<file path="src/rtl/fc_accum12.sv">
// 12-lane signed frame accumulator with IDLE/ACCUM/HOLD handshake to a comparator stage.
// Define FC_ACCUM_SAT_EN for saturating lane adds; the default build wraps modulo 2^`DATA_LEN.
`ifndef DATA_LEN
`define DATA_LEN 8
`endif

module fc_accum12 #(
  parameter int MAX_BEATS = 64
) (
  input  logic                      clk,
  input  logic                      rst_n,
  input  logic                      start,
  input  logic                      in_valid,
  input  logic                      in_last,
  input  logic [12*`DATA_LEN-1:0]   din,
  output logic                      in_ready,
  input  logic                      ack,
  output logic [12*`DATA_LEN-1:0]   acc,
  output logic                      load,
  output logic [7:0]                beats
);

  localparam int DW = `DATA_LEN;
  localparam int NL = 12;
  localparam logic [7:0] MAX_B = 8'(MAX_BEATS);

  typedef enum logic [1:0] {
    IDLE  = 2'd0,
    ACCUM = 2'd1,
    HOLD  = 2'd2
  } state_t;

  state_t             state_q, state_d;
  logic [NL*DW-1:0]   acc_q, acc_d;
  logic [7:0]         beats_q, beats_d;
  logic               in_ready_q, in_ready_d;
  logic               load_q, load_d;

  // Lanes are independent; the saturating form detects overflow from the sign-extended sum.
  function automatic logic [DW-1:0] lane_add(input logic [DW-1:0] a, input logic [DW-1:0] b);
`ifdef FC_ACCUM_SAT_EN
    logic [DW:0] s;
    s = {a[DW-1], a} + {b[DW-1], b};
    if (s[DW] != s[DW-1]) begin
      lane_add = s[DW] ? {1'b1, {(DW-1){1'b0}}} : {1'b0, {(DW-1){1'b1}}};
    end else begin
      lane_add = s[DW-1:0];
    end
`else
    lane_add = a + b;
`endif
  endfunction

  // Next-state, accumulator and handshake-flag computation.
  always_comb begin
    state_d = state_q;
    acc_d   = acc_q;
    beats_d = beats_q;
    case (state_q)
      IDLE: begin
        if (start) begin
          state_d = ACCUM;
          acc_d   = {(NL*DW){1'b0}};
          beats_d = 8'd0;
        end else begin
          state_d = IDLE;
        end
      end
      ACCUM: begin
        if (start) begin
          // Restart wins over a coincident beat.
          acc_d   = {(NL*DW){1'b0}};
          beats_d = 8'd0;
        end else if (in_valid) begin
          for (int i = 0; i < NL; i++) begin
            acc_d[i*DW +: DW] = lane_add(acc_q[i*DW +: DW], din[i*DW +: DW]);
          end
          beats_d = beats_q + 8'd1;
          if (in_last || (beats_d == MAX_B)) begin
            state_d = HOLD;
          end else begin
            state_d = ACCUM;
          end
        end else begin
          state_d = ACCUM;
        end
      end
      HOLD: begin
        if (ack) begin
          state_d = IDLE;
        end else begin
          state_d = HOLD;
        end
      end
      default: begin
        state_d = IDLE;
      end
    endcase
    in_ready_d = (state_d == ACCUM);
    load_d     = (state_d == HOLD);
  end

  // State, result and registered handshake outputs.
  always_ff @(posedge clk or negedge rst_n) begin
    if (!rst_n) begin
      state_q    <= IDLE;
      acc_q      <= {(NL*DW){1'b0}};
      beats_q    <= 8'd0;
      in_ready_q <= 1'b0;
      load_q     <= 1'b0;
    end else begin
      state_q    <= state_d;
      acc_q      <= acc_d;
      beats_q    <= beats_d;
      in_ready_q <= in_ready_d;
      load_q     <= load_d;
    end
  end

  assign in_ready = in_ready_q;
  assign load     = load_q;
  assign acc      = acc_q;
  assign beats    = beats_q;

endmodule

</file>
<file path="config.mk">
export PLATFORM = sky130hd
export DESIGN_NAME = fc_accum12
export DESIGN_NICKNAME = d
export VERILOG_FILES = /design/src/rtl/fc_accum12.sv
export SDC_FILE = /design/constraint.sdc
export NUM_CORES = 1
export LEC_CHECK = 0
export BUFFER_PORTS_ARGS = -buffer_cell sky130_fd_sc_hd__buf_2
export CAP_MARGIN = 20
export CELL_PAD_IN_SITES_DETAIL_PLACEMENT = 0
export CELL_PAD_IN_SITES_GLOBAL_PLACEMENT = 2
export CORE_MARGIN = 3
export CORE_UTILIZATION = 34
export CTS_CLUSTER_DIAMETER = 40
export DETAILED_ROUTE_END_ITERATION = 10
export HOLD_SLACK_MARGIN = 0.08
export PLACE_DENSITY_LB_ADDON = 0.1
export RECOVER_POWER = 100
export SLEW_MARGIN = 15
export SYNTH_ARGS = -nofsm -noshare
export SYNTH_HDL_FRONTEND = slang
export SYNTH_SLANG_ARGS = --single-unit
</file>
<file path="constraint.sdc">
create_clock -name clk -period 4.9 [get_ports clk]
set_input_delay 0.98 -clock clk [delete_from_list [all_inputs] [get_ports clk]]
set_output_delay 0.98 -clock clk [all_outputs]
set_load 0.05 [all_outputs]
</file>
Word-level counts from Yosys, hierarchy flattened
Cells that the tools add are included.
{ "op_classes": {"n_addsub": 13, "eq_ne": 7, "muxes": 14, "n_reduce_logical": 4} }
{ "ops": {"columns": ["operator", "n"], "rows": [
  ["$mux W96", 3],
  ["$pmux W96 S2", 1],
  ["$add A8 B8 Y8", 12],
  ["$mux W8", 3],
  ["$pmux W8 S2", 1],
  ["$add A8 B1 Y8 const B", 1],
  ["$eq A8 B7 Y1 const B", 1],
  ["$mux W2", 4],
  ["$pmux W2 S3", 1],
  ["$eq A2 B1 Y1 const B", 2],
  ["$eq A2 B2 Y1 const B", 2],
  ["$ne A3 B3 Y1 const B", 1],
  ["$reduce_and A3 Y1", 1],
  ["$logic_not A2 Y1", 1],
  ["$ne A2 B2 Y1 const B", 1],
  ["$reduce_bool A2 Y1", 1],
  ["$logic_or A1 B1 Y1", 1],
  ["$mux W1", 1]
]} }
{ "totals": {"ff_bits": 108, "inputBits": 102, "output_inout_bits": 106, "word_cells": 43} }

Longest topological paths before layout
{ "depth": {"depth_word": 8, "mapped_depth": 7, "mapped_depth_nobuf": 7} }

Worst setup path before layout
Ideal clock, no wire load.
{ "synth_path": {"path_type": "input port to flip-flop", "start": "in din[26]", "end": "reg acc_q[31], in the netlist acc[31]", "arrival_ns": 2.374, "required_time_ns": 4.830, "path_slack_ns": 2.457, "stages": 6, "path_buffers": 0, "cell_sequence": "ha_1 o21ai_0 o211ai_1 and3_1 or4_1 nand3_1"} }
{ "synth_between": {"elab_chain_cells": 4} }
{ "synth_rtl": {"columns": ["element", "line_no", "text"], "rows": [
  ["from (decl)", "15", "input logic [12*`DATA_LEN-1:0] din,"],
  ["$add A8 B8 Y8", "50", "lane_add = a + b;"],
  ["$mux W96", "74", "end else if (in_valid) begin"],
  ["$mux W96", "70", "if (start) begin"],
  ["$pmux W96 S2", "59", "case (state_q)"],
  ["to (signal assigned)", "107", "acc_q <= {(NL*DW){1'b0}};"],
  ["to (decl)", "34", "logic [NL*DW-1:0] acc_q, acc_d;"]
]} }
Every way passes these cells. The select of a mux whose other input is x is not followed.
A chain may end at the register's enable or synchronous reset.

Final worst setup path
{ "layout_path": {"start": "in start", "end": "reg acc_q[39], in the netlist acc[39]"} }
{ "layout_between": {"elab_chain_cells": 2} }
{ "layout_rtl": {"columns": ["element", "line_no", "text"], "rows": [
  ["from (decl)", "12", "input logic start,"],
  ["$ne A3 B3 Y1 (no source line), or another cell as far along", null, null],
  ["$reduce_and A3 Y1 (no source line) or $pmux W96 S2 (tied branches)", null, null]
]} }
Parallel ways exist; a longest one is shown, timed or not.

==> reports/metrics.csv <==
metric,value,unit
Layout area overhead,20.17,%
DR pass1 iterations,4,
Worst Max-Slew Pin Slew,2043,ps
CTS resizes,0,
Tcrit/Tclk final,70.06,%
Worst setup SP type,input port,
CTS tree,yes,
Synth Register Bits,108,
pin count of the biggest net entering global routing,60,
sequential area share after synthesis,36.58,%
CP Capture Type,flip-flop,
share of the synthesized area in the top cell type,36.58,%
layout cell share with drive strength beyond 1,13.40,%
run status,finished with violations,
Setup WS pre-CTS,1918,ps
CP arrival,3720,ps
WL/cell,16.06,microns
Worst Path Buf+Inv,1,
CORE AREA,21150,sq um
Root Buffer,clkbuf_16,
DRT iter0 DRCs,229,
Ys Warns,0,
RSZ-0062 raised after global routing,false,
Initial Util,34.93,%
FMAX,0.2913,GHz
post-synthesis async set-or-reset flop share,100.0,%
fillers,2231,
GRT overflow,0,
post-synth top area cell,dfrtp_1,
multi-input logic area,4519,sq um
Max VDD drop,0.0001889,V
routed vias/inst,5.096,
fin. max-slew vios,84,
final setup vio count,0,
PnR worst setup slack,1467,ps
setup TNS,0,ps
P per Cell Area,405.7,nW/um^2
Synth cell types,34,
Antenna diodes,0,
Num CTS Buffers,9,
r2r setup slk,1800,ps
Total Power,3.602,mW
RR Endpoint,acc[39]$_DFFE_PN0P_,
Post-CTS Setup Bufs,0,
Final min period,3433,ps
crit-path cells,buf_2 > nor3b_4 > nand2_1 > or4_1 > nand3_1,
Worst Path Max Fanout,55,
final std cells w/o fill,1260,
Ports,208,
Reg2Reg Depth,4,
ys flop type,dfrtp_1,
Synth Net Count,980,
DRC viols,0,
Crit path required time,5180,ps
Mapped Area,7388,sq um
Levels on crit path,5,
number of global-route vias before repair,6411,
Setup crit start,start,
total die area,23530,sq um
Gate Count Post-Synth,781,
commonest cells in the netlist,"124 x nand2_1, 108 x dfrtp_1, 97 x o21ai_0",
Site Rows,53,
critical path's largest stage delay,1250,ps
"CP delay by family, top",simple AND/OR/NAND/NOR gates,
hold-fix buffers at CTS,0,
GPL Wtd Cong,0.7552,
"Slowest-stage cell, CP",nand2_1,
first-pass GRT wire length,33030,microns
Hold/Removal Path Class,reg -> reg,
syn_area_per_cell,9.460,sq um
Reg area,2703,sq um
"EDFF count, synth",0,
Port Buf Inserts,207,
Max Buffers Root-to-Sink,2,
Max-slew headroom,-36.51,%
worst clock skew,11.14,ps
routed wire length,20240,microns
placed instance count,1243,
Area after DPL,8706,sq um
leak pwr,4.183,nW
overall routing resource usage,17.14,%
vias,6421,
post-DP HPWL,14640,microns
top post-synthesis cells by area,"dfrtp_1 37%, ha_1 14%, o21ai_0 6.6%",
die height,153.4,microns
R2R Path Start,state_q[1]$_DFF_PN0_,
Post-DRT Antenna Nets,0,
initial antenna violation count,2,
die width,153.4,microns
crit path to,acc[39]$_DFFE_PN0P_,
"Hold Vio Cnt, Final",0,
"CTS clk-pin slew, worst paths",80,ps
Clock Latency Late Sink,360,ps
Max Cap Viol,2,
clk sinks,108,
WS Path Type,in -> reg,
post-route cell area,8879,sq um
CTS H-Tree Depth,3,
failing checks,"capacitance limit, slew limit",
cell with the most instances after synthesis,nand2_1,
Final #Nets,1179,
[worst reg2reg max path, cell delays in order, from the launching register on]
cell and delay (ps):
dfrtp_1 430, nor3b_4 320, nand2_1 1250, or4_1 950, nand3_1 90
[cells by family (layout without fill, tap and decap cells)]
group / count (synthesis) / after routing / synth area share [%]
xor gates and xnor gates: 52 / 52 / 6.164
adders and majority gates: 97 / 97 / 17.65
buffers and inverters: 37 / 241 / 2.049
AOI/OAI and AO/OA: 283 / 283 / 25.08
and+or+nand+nor: 204 / 204 / 12.48
DFF: 108 / 108 / 36.58
[cell usage in the layout, fill, tap and decap left out, types with 14 or more instances in the layout]
| master | count |
|---|---|
| nor2_1 | 29 |
| nand3_1 | 16 |
| o211ai_1 | 36 |
| a22o_1 | 22 |
| xor2_1 | 27 |
| o31ai_1 | 15 |
| buf_2 | 99 |
| ha_1 | 85 |
| a21oi_1 | 49 |
| a21o_1 | 25 |
| nand2_1 | 125 |
| dfrtp_1 | 108 |
| xnor2_1 | 25 |
| and3_1 | 14 |
| o21ai_0 | 97 |
| clkbuf_1 | 111 |
[metal layers]
layer	global-route usage, %	wire length [microns]	part of all wire (%)
met2	27.86	9157	45
met3	3.907	1143	5.6
met5	0	21	0.10
met1	23.42	9698	48
met4	3.869	217	1.1
[how the worst min path moves through the flow]
| stage | cells past startpoint | to | from |
|---|---|---|---|
| floorplan | 2 | load$_DFF_PN0_ | state_q[0]$_DFF_PN0_ |
| global placement | 2 | acc[67]$_DFFE_PN0P_ | acc[67]$_DFFE_PN0P_ |
| detailed placement | 2 | acc[20]$_DFFE_PN0P_ | acc[20]$_DFFE_PN0P_ |
| CTS | 2 | acc[29]$_DFFE_PN0P_ | acc[29]$_DFFE_PN0P_ |
| global route | 2 | acc[12]$_DFFE_PN0P_ | acc[12]$_DFFE_PN0P_ |
| finish | 2 | acc[50]$_DFFE_PN0P_ | acc[50]$_DFFE_PN0P_ |
[flip-flops by register name, indices dropped and copies added (netlist names)]
name / count
beats: 8
in_ready: 1
load: 1
acc: 96
state_q: 2
[final cells by class]
cell class	instances	area share (%)
Inverter	13	0.5496
Sequential cell	108	30.44
Multi-Input combinational cell	636	50.90
Clock inverter	4	0.8174
Clock buffer	12	2.776
Timing Repair Buffer	212	10.64
Tap cell	275	3.875
[per-stage QoR]
stage          util [%]  hold WS (ps)
6_report          41.97         515.7
5_1_grt           41.97         543.5
4_1_cts           42.66         518.4
3_5_place_dp      41.15         500.9
3_3_place_gp      41.15         491.3
2_1_floorplan         -         554.8
[power by group]
part | switching [mW] | leakage (nW) | internal [mW]
registers | 0.138 | 1.44 | 1.03
clock network | 0.353 | 0.153 | 0.463
logic | 1.12 | 2.59 | 0.500
Power figures use the tool's default switching activity.
